File: src/rtl/uart_tx_pkg.sv
// Shared UART TX definitions: FSM state encoding and the TX line mux select codes.
// The downstream line mux uses the same SEL_* constants, so both sides agree on every code.
package uart_tx_pkg;

   typedef enum logic [2:0] {
      ST_IDLE   = 3'd0,
      ST_START  = 3'd1,
      ST_DATA   = 3'd2,
      ST_PARITY = 3'd3,
      ST_STOP   = 3'd4
   } state_t;

   localparam logic [2:0] SEL_IDLE  = 3'b000;
   localparam logic [2:0] SEL_START = 3'b001;
   localparam logic [2:0] SEL_DATA  = 3'b010;
   localparam logic [2:0] SEL_PAR   = 3'b011;
   localparam logic [2:0] SEL_STOP  = 3'b100;

   function automatic logic [2:0] sel_of_state(input state_t s);
      logic [2:0] sel;
      sel = SEL_IDLE;
      case (s)
         ST_IDLE:   sel = SEL_IDLE;
         ST_START:  sel = SEL_START;
         ST_DATA:   sel = SEL_DATA;
         ST_PARITY: sel = SEL_PAR;
         ST_STOP:   sel = SEL_STOP;
         default:   sel = SEL_IDLE;
      endcase
      return sel;
   endfunction

endpackage

File: src/rtl/uart_tx_ctrl_if.sv
// Request/status bundle between a payload source (master) and the UART TX controller (slave).
interface uart_tx_ctrl_if #(parameter int DATA_WIDTH = 8);

   logic [DATA_WIDTH-1:0] P_DATA;
   logic                  DATA_VALID;
   logic                  PAR_EN;
   logic                  PAR_TYP;
   logic [2:0]            MUX_SEL;
   logic                  SER_DATA;
   logic                  PAR_BIT;
   logic                  BUSY;

   modport master (
      output P_DATA, DATA_VALID, PAR_EN, PAR_TYP,
      input  MUX_SEL, SER_DATA, PAR_BIT, BUSY
   );

   modport slave (
      input  P_DATA, DATA_VALID, PAR_EN, PAR_TYP,
      output MUX_SEL, SER_DATA, PAR_BIT, BUSY
   );

endinterface

File: src/rtl/uart_tx_serializer.sv
// Payload shift register (LSB first) with a data-bit counter; o_done flags the last data bit.
module uart_tx_serializer #(
   parameter int DATA_WIDTH = 8
) (
   input  logic                  i_clk,
   input  logic                  i_rst_n,
   input  logic                  i_load,
   input  logic                  i_shift_en,
   input  logic [DATA_WIDTH-1:0] i_data,
   output logic                  o_bit,
   output logic                  o_done
);

   localparam int CNT_W = (DATA_WIDTH > 1) ? $clog2(DATA_WIDTH) : 1;
   localparam logic [CNT_W-1:0] LAST_IDX = CNT_W'(DATA_WIDTH - 1);

   logic [DATA_WIDTH-1:0] r_shift;
   logic [CNT_W-1:0]      r_cnt;
   logic                  w_last;

   assign w_last = (r_cnt == LAST_IDX);

   // Counter parks on the last index instead of wrapping; the next load clears it.
   always_ff @(posedge i_clk or negedge i_rst_n) begin
      if (!i_rst_n) begin
         r_shift <= '0;
         r_cnt   <= '0;
      end else if (i_load) begin
         r_shift <= i_data;
         r_cnt   <= '0;
      end else if (i_shift_en) begin
         r_shift <= r_shift >> 1;
         if (!w_last) r_cnt <= r_cnt + 1'b1;
      end
   end

   assign o_bit  = r_shift[0];
   assign o_done = i_shift_en && w_last;

endmodule

File: src/rtl/uart_tx_ctrl.sv
// UART TX frame controller: START, DATA_WIDTH data bits, optional PARITY, STOP; drives the line mux select.
// Parity support is built only when the macro UART_TX_PARITY_EN is defined.
module uart_tx_ctrl
   import uart_tx_pkg::*;
#(
   parameter int DATA_WIDTH = 8
) (
   input  logic          CLK,
   input  logic          RST,
   uart_tx_ctrl_if.slave bus
);

   state_t r_state;
   state_t w_next;
   logic   w_load;
   logic   w_shift_en;
   logic   w_ser_bit;
   logic   w_done;
   logic   w_par_en;
   logic   w_par_bit;

   always_ff @(posedge CLK or negedge RST) begin
      if (!RST) r_state <= ST_IDLE;
      else      r_state <= w_next;
   end

   // A new request is accepted only from IDLE or STOP; other states drop DATA_VALID.
   always_comb begin
      w_next = r_state;
      w_load = 1'b0;
      case (r_state)
         ST_IDLE: begin
            if (bus.DATA_VALID) begin
               w_next = ST_START;
               w_load = 1'b1;
            end
         end
         ST_START:  w_next = ST_DATA;
         ST_DATA: begin
            if (w_done) w_next = w_par_en ? ST_PARITY : ST_STOP;
         end
         ST_PARITY: w_next = ST_STOP;
         ST_STOP: begin
            if (bus.DATA_VALID) begin
               w_next = ST_START;
               w_load = 1'b1;
            end else begin
               w_next = ST_IDLE;
            end
         end
         default:   w_next = ST_IDLE;
      endcase
   end

   assign w_shift_en = (r_state == ST_DATA);

   uart_tx_serializer #(.DATA_WIDTH(DATA_WIDTH)) u_ser (
      .i_clk      (CLK),
      .i_rst_n    (RST),
      .i_load     (w_load),
      .i_shift_en (w_shift_en),
      .i_data     (bus.P_DATA),
      .o_bit      (w_ser_bit),
      .o_done     (w_done)
   );

`ifdef UART_TX_PARITY_EN
   logic r_par_en;
   logic r_par_bit;

   always_ff @(posedge CLK or negedge RST) begin
      if (!RST) begin
         r_par_en  <= 1'b0;
         r_par_bit <= 1'b0;
      end else if (w_load) begin
         r_par_en  <= bus.PAR_EN;
         r_par_bit <= (^bus.P_DATA) ^ bus.PAR_TYP;
      end
   end

   assign w_par_en  = r_par_en;
   assign w_par_bit = r_par_bit;
`else
   logic w_unused_par;
   assign w_unused_par = bus.PAR_EN ^ bus.PAR_TYP;
   assign w_par_en     = 1'b0;
   assign w_par_bit    = 1'b0;
`endif

   assign bus.MUX_SEL  = sel_of_state(r_state);
   assign bus.SER_DATA = w_shift_en & w_ser_bit;
   assign bus.PAR_BIT  = w_par_bit;
   assign bus.BUSY     = (r_state != ST_IDLE);

endmodule

File: src/flat_wrapper.sv
// flat-port wrapper written by rule: the top's interface ports become plain ports
module uart_tx_ctrl_flat import uart_tx_pkg::*;
#(
   parameter int DATA_WIDTH = 8
)
  (CLK, RST, bus_P_DATA, bus_DATA_VALID, bus_PAR_EN, bus_PAR_TYP, bus_MUX_SEL, bus_SER_DATA, bus_PAR_BIT, bus_BUSY);
  uart_tx_ctrl_if #(.DATA_WIDTH(DATA_WIDTH)) bus_i ();
  input  logic CLK;
  input  logic RST;
  input wire logic [$bits(bus_i.P_DATA)-1:0] bus_P_DATA;
  input wire logic [$bits(bus_i.DATA_VALID)-1:0] bus_DATA_VALID;
  input wire logic [$bits(bus_i.PAR_EN)-1:0] bus_PAR_EN;
  input wire logic [$bits(bus_i.PAR_TYP)-1:0] bus_PAR_TYP;
  output wire logic [$bits(bus_i.MUX_SEL)-1:0] bus_MUX_SEL;
  output wire logic [$bits(bus_i.SER_DATA)-1:0] bus_SER_DATA;
  output wire logic [$bits(bus_i.PAR_BIT)-1:0] bus_PAR_BIT;
  output wire logic [$bits(bus_i.BUSY)-1:0] bus_BUSY;
  assign bus_i.P_DATA = bus_P_DATA;
  assign bus_i.DATA_VALID = bus_DATA_VALID;
  assign bus_i.PAR_EN = bus_PAR_EN;
  assign bus_i.PAR_TYP = bus_PAR_TYP;
  assign bus_MUX_SEL = bus_i.MUX_SEL;
  assign bus_SER_DATA = bus_i.SER_DATA;
  assign bus_PAR_BIT = bus_i.PAR_BIT;
  assign bus_BUSY = bus_i.BUSY;
  uart_tx_ctrl #(.DATA_WIDTH(DATA_WIDTH)) u_core (.CLK(CLK), .RST(RST), .bus(bus_i));
endmodule
File: config.mk
export PLATFORM = sky130hd
export DESIGN_NAME = uart_tx_ctrl_flat
export DESIGN_NICKNAME = d
export VERILOG_FILES = /design/src/rtl/uart_tx_pkg.sv /design/src/rtl/uart_tx_ctrl_if.sv /design/src/rtl/uart_tx_serializer.sv /design/src/rtl/uart_tx_ctrl.sv /design/src/flat_wrapper.sv
export SDC_FILE = /design/constraint.sdc
export NUM_CORES = 1
export LEC_CHECK = 0
export ABC_AREA = 1
export BUFFER_PORTS_ARGS = -buffer_cell sky130_fd_sc_hd__buf_2
export CAP_MARGIN = 20
export CORE_MARGIN = 5
export CORE_UTILIZATION = 54
export DETAILED_ROUTE_END_ITERATION = 8
export PLACE_DENSITY = 0.81
export SLEW_MARGIN = 30
export SYNTH_ARGS = -nofsm -noshare
export SYNTH_HDL_FRONTEND = slang
export SYNTH_SLANG_ARGS = --single-unit
File: constraint.sdc
create_clock -name CLK -period 3.5 [get_ports CLK]
set_clock_uncertainty 0.15 [all_clocks]
set_input_delay 0.175 -clock CLK [delete_from_list [all_inputs] [get_ports CLK]]
set_output_delay 0.175 -clock CLK [all_outputs]
set_load 0.05 [all_outputs]
After elaboration in Yosys (flattened, before gate mapping). Index checks and enable logic that the tools add are counted.

Register bits: 14. Word-level logic and storage cells: 32. Input bits: 13.

Reductions and logical operators: 7. Add/sub/neg operators: 1. Eq/ne operators: 8. Mux-type cells: 12. Bitwise gates (word level): 1.

Operator list (number): $mux W8 (2); $mux W3 (5); $pmux W3 S5 (1); $pmux W3 S4 (1); $eq A3 B2 Y1 const B (2); $eq A3 B3 Y1 const B (2); $ne A2 B2 Y1 const B (2); $reduce_and A2 Y1 (2); $add A3 B1 Y3 const B (1); $eq A3 B1 Y1 const B (1); $logic_not A3 Y1 (1); $mux W1 (3); $reduce_bool A3 Y1 (1); $ne A2 B1 Y1 const B (1); $reduce_bool A2 Y1 (1); $reduce_or A2 Y1 (1); $and A1 B1 Y1 (1); $logic_and A1 B1 Y1 (1).

Depth between registers and ports, before layout.
Word-level depth: 5. Gate-level depth with buffers: 6. Depth with buffers taken out: 6.

By module. A second synthesis with hierarchy kept.

Cells, all modules: 100. Area, all modules: 748.2 µm².

Modules (own cells, without submodules): uart_tx_serializer (area each 544.3 µm², instances 1, cells each 70, seq. area each 275.3 µm²); uart_tx_ctrl (area each 203.9 µm², instances 1, cells each 30, seq. area each 75.1 µm²).

Worst setup path after synthesis. No wires, ideal clock.

Path type: reg2out. Start point: register u_core.r_state[2]. End point: output port bus_SER_DATA. Path slack: 1.859 ns. Data arrival time: 1.316 ns. Required time: 3.175 ns. Stages on the path, launching flop included: 4. Path through: dfrtp_1 > inv_1 > nand3_2 > nor2_1.

Word-level cells in the longest chain between the ends: 2.

Ends and longest elaborated chain: start, declared (RTL line uart_tx_ctrl.sv:13) `state_t r_state;`; start signal, assigned (RTL line uart_tx_ctrl.sv:24) `else r_state <= w_next;`; $eq A3 B2 Y1 (RTL line uart_tx_ctrl.sv:55) `assign w_shift_en = (r_state == ST_DATA);`; $and A1 B1 Y1 (RTL line uart_tx_ctrl.sv:91) `assign bus.SER_DATA = w_shift_en & w_ser_bit;`; end, declared (RTL line flat_wrapper.sv:15) `output wire logic [$bits(bus_i.SER_DATA)-1:0] bus_SER_DATA;`.

Every way passes these cells.

Worst setup path after layout. Same ends and word-level chain as after synthesis.

==> flow_metrics.py <==
metrics = {
    "status": {
        "outcome": "completed",
    },
    "clock_tree": {
        "path_clk_slew_ns": 0.09,
        "cts_sinks": 14,
        "insertion_delay_ns": 0.28,
        "cts_setup_buffers": 0,
        "root_buffer": "clkbuf_4",
        "cts_made_buffers": 3,
        "max-clock-path-buffers": 2,
        "cts_tree": "built",
        "htree_levels": 1,
        "cts_resized": 0,
    },
    "floorplanning": {
        "initial_core_util_pct": 57.2,
        "rows": 13,
        "die_x_um": 47.3,
        "die_h_um": 47.3,
        "core-area_um2": 1320,
        "io_pins": 19,
        "die-area_um2": 2240,
    },
    "power": {
        "p_leak_nw": 0.542,
        "combinationalPowerShare_pct": 49.6,
        "switching_share_pct": 48.4,
        "pwr-share-clk_pct": 14.7,
        "internal-power_mw": 0.419,
        "powerDensity_nw_per_um2": 894,
        "vdd_drop_max_v": 0.000539,
        "p_sw_mw": 0.392,
        "pwr-share-seq_pct": 35.8,
    },
    "global_route": {
        "grt_max_degree": 15,
        "track_usage_pct": 17.5,
        "grt_first_pass_wirelength_mm": 2.72,
        "first_global_vias": 638,
        "antenna_found_initial": 0,
        "overflow": 0,
    },
    "detailed_routing": {
        "drtIter0Drc": 22,
        "viasPerCell": 5.07,
        "first_pass_iters": 4,
        "drcViolationCount": 0,
        "ant_nets": 0,
        "num_vias": 689,
        "post_drt_wl_per_cell_um": 11.0,
        "drt-total-wl_mm": 1.50,
    },
    "timing": {
        "finalCriticalPeriod_ns": 1.73,
        "rsz0062_at_grt": "no",
        "drv_slew": 0,
        "hold_viol_final": 0,
        "max_freq_mhz": 577,
        "min_period_over_period_pct": 49.6,
        "post-route-worst-setup-slack_ns": 1.77,
        "setup_violations": 0,
        "totalNegativeSetupSlack_ns": 0,
    },
    "setup_path": {
        "cp.required_ns": 3.17,
        "cp.arrival_ns": 1.41,
        "r2r_end": "u_core.u_ser.r_shift[6]",
        "cp-start-kind": "flip-flop",
        "critPathTopFamily": "buffers and inverters",
        "crit_path_end_kind": "output port",
        "r2r_setup_slack_ns": 1.93,
        "cp.depth": 4,
        "path_max_fanout": 6,
        "rr_worst_depth": 6,
        "crit_start": "u_core.r_state[2]",
        "path_cells": "inv_1, nand3_2, nor2_1, buf_2",
        "reg2reg_from": "u_core.r_state[1]",
        "max_stage_delay_ns": 0.42,
        "path_class": "reg -> out",
        "crit_slowest_cell": "dfrtp_1",
        "crit_buf_inv": 2,
        "crit_end": "bus_SER_DATA",
    },
    "final_layout": {
        "fin_cells": 136,
        "nNetsFinal": 137,
        "drive_above_1_share_pct": 19.0,
        "syn2layout_area_growth_pct": 20.4,
        "antenna_cells": 0,
        "fin_util_pct": 68.9,
    },
    "run": {
        "maxCapViolations": 0,
    },
    "yosys": {
        "synth_top_cell_area_share_pct": 46.5,
        "synth_nets": 115,
        "synth_top_cell_by_area": "dfrtp_1",
        "seq_area_frac_synth_pct": 46.5,
        "synth_cells": 100,
        "avgSynthCellArea_um2": 7.53,
        "syn_area_um2": 753,
        "synth-seq-cells": 14,
        "synthTopCellsByArea": "dfrtp_1 47%, nand2_1 14%, nand3_1 13%, inv_1 9.5%, nor2_1 3.5%",
        "synth_cell_types": 14,
        "synth_warnings": 0,
    },
    "place": {
        "gp_congestion": 0.760,
        "place_inst": 127,
        "dp_hpwl_mm": 1.06,
        "io_buffers": 15,
        "pre_cts_ws_ns": 1.95,
    },
    "min_path": {
        "hold_class": "in -> reg",
    },
}
repair_timing:
item	in CTS	in global routing
hold buffers	5	0
endpoints found under the setup margin	0	0
hold endpoints to repair	18	0
worst register-to-register path: stages, from the launching register on:
cell and delay, ns:
dfrtp_1 0.47, nor2_4 0.23, nand2_2 0.21, nand2_2 0.18, inv_1 0.10, nand2_1 0.07, nand2_1 0.05
power groups by stage:
stage / Sequential, mW / Combinational [mW] / Clock (mW)
2_1_floorplan: 0.279 / 0.334 / 0
3_3_place_gp: 0.288 / 0.385 / 0
4_1_cts: 0.288 / 0.404 / 0.120
5_1_grt: 0.300 / 0.456 / 0.129
6_report: 0.290 / 0.402 / 0.119
3_5_place_dp: 0.291 / 0.398 / 0
kinds of logic after synthesis:
| group | count (synthesis) | synth area share [%] |
|---|---|---|
| other | 1 | 0.498 |
| buffers and inverters | 22 | 13.0 |
| adder cells (fa/ha/maj) | 2 | 3.32 |
| AO/OA/AOI/OAI | 1 | 0.664 |
| flip-flops | 14 | 46.5 |
| AND/OR/NAND/NOR | 60 | 36.0 |
routing by layer:
metal | global-route usage [%] | routed length, um | up-vias
li1 | - | - | 345
met5 | 0 | 0 | -
met4 | 8.29 | 22 | 0
met3 | 3.45 | 75 | 3
met2 | 29.1 | 753 | 21
met1 | 21.5 | 647 | 320
metrics by stage:
step | power [mW] | hold slack [ns] | area, um^2
2_1_floorplan | 0.613 | -0.271 | 753
3_3_place_gp | 0.672 | -0.0661 | 821
3_5_place_dp | 0.689 | -0.0596 | 821
4_1_cts | 0.813 | 0.0652 | 907
5_1_grt | 0.885 | 0.0753 | 907
6_report | 0.811 | 0.0627 | 907
worst min-delay path by stage:
stage	from	end	slack, ns	depth (start not counted)
after global routing	bus_P_DATA[4]	u_core.u_ser.r_shift[4]	0.08	5
after detailed placement	RST	u_core.r_state[1]	-0.06	1
final	bus_P_DATA[4]	u_core.u_ser.r_shift[4]	0.06	5
after global placement	RST	u_core.r_state[2]	-0.07	1
after CTS	bus_P_DATA[4]	u_core.u_ser.r_shift[4]	0.07	5
after floorplan	RST	u_core.r_state[0]	-0.27	0
cell usage after synthesis:
| master | number |
|---|---|
| nand3_1 | 20 |
| buf_6 | 1 |
| nor2_1 | 7 |
| nand4_1 | 1 |
| dfrtp_1 | 14 |
| o21ai_0 | 1 |
| nand2_2 | 2 |
| ha_1 | 2 |
| buf_4 | 2 |
| nor2_4 | 1 |
| nand3_2 | 1 |
| conb_1 | 1 |
| inv_1 | 19 |
| nand2_1 | 28 |
placed cells by master (no fill, tap or decap):
| cell type | count |
|---|---|
| nand2_2 | 2 |
| ha_1 | 2 |
| inv_1 | 19 |
| o21ai_0 | 1 |
| dlygate4sd3_1 | 5 |
| nand2_1 | 28 |
| nand4_1 | 1 |
| nand3_1 | 20 |
| nand3_2 | 1 |
| nor2_1 | 7 |
| conb_1 | 1 |
| dfrtp_1 | 14 |
| clkbuf_4 | 3 |
| clkbuf_8 | 1 |
| nor2_4 | 1 |
| buf_2 | 15 |
cell type report:
class	instances	area, um^2
Timing Repair Buffer	20	125
Sequential cell	14	350
Inverter	19	71.3
Clock buffer	4	36.3
Fill cell	109	410
Multi-Input combinational cell	64	305
Tap cell	15	18.8
state kept, by name, summed over array words and instances (netlist names):
register / cells
u_core.u_ser.r_shift: 8
u_core.r_state: 3
u_core.u_ser.r_cnt: 3
No activity file was read; power rests on OpenSTA's default activity.
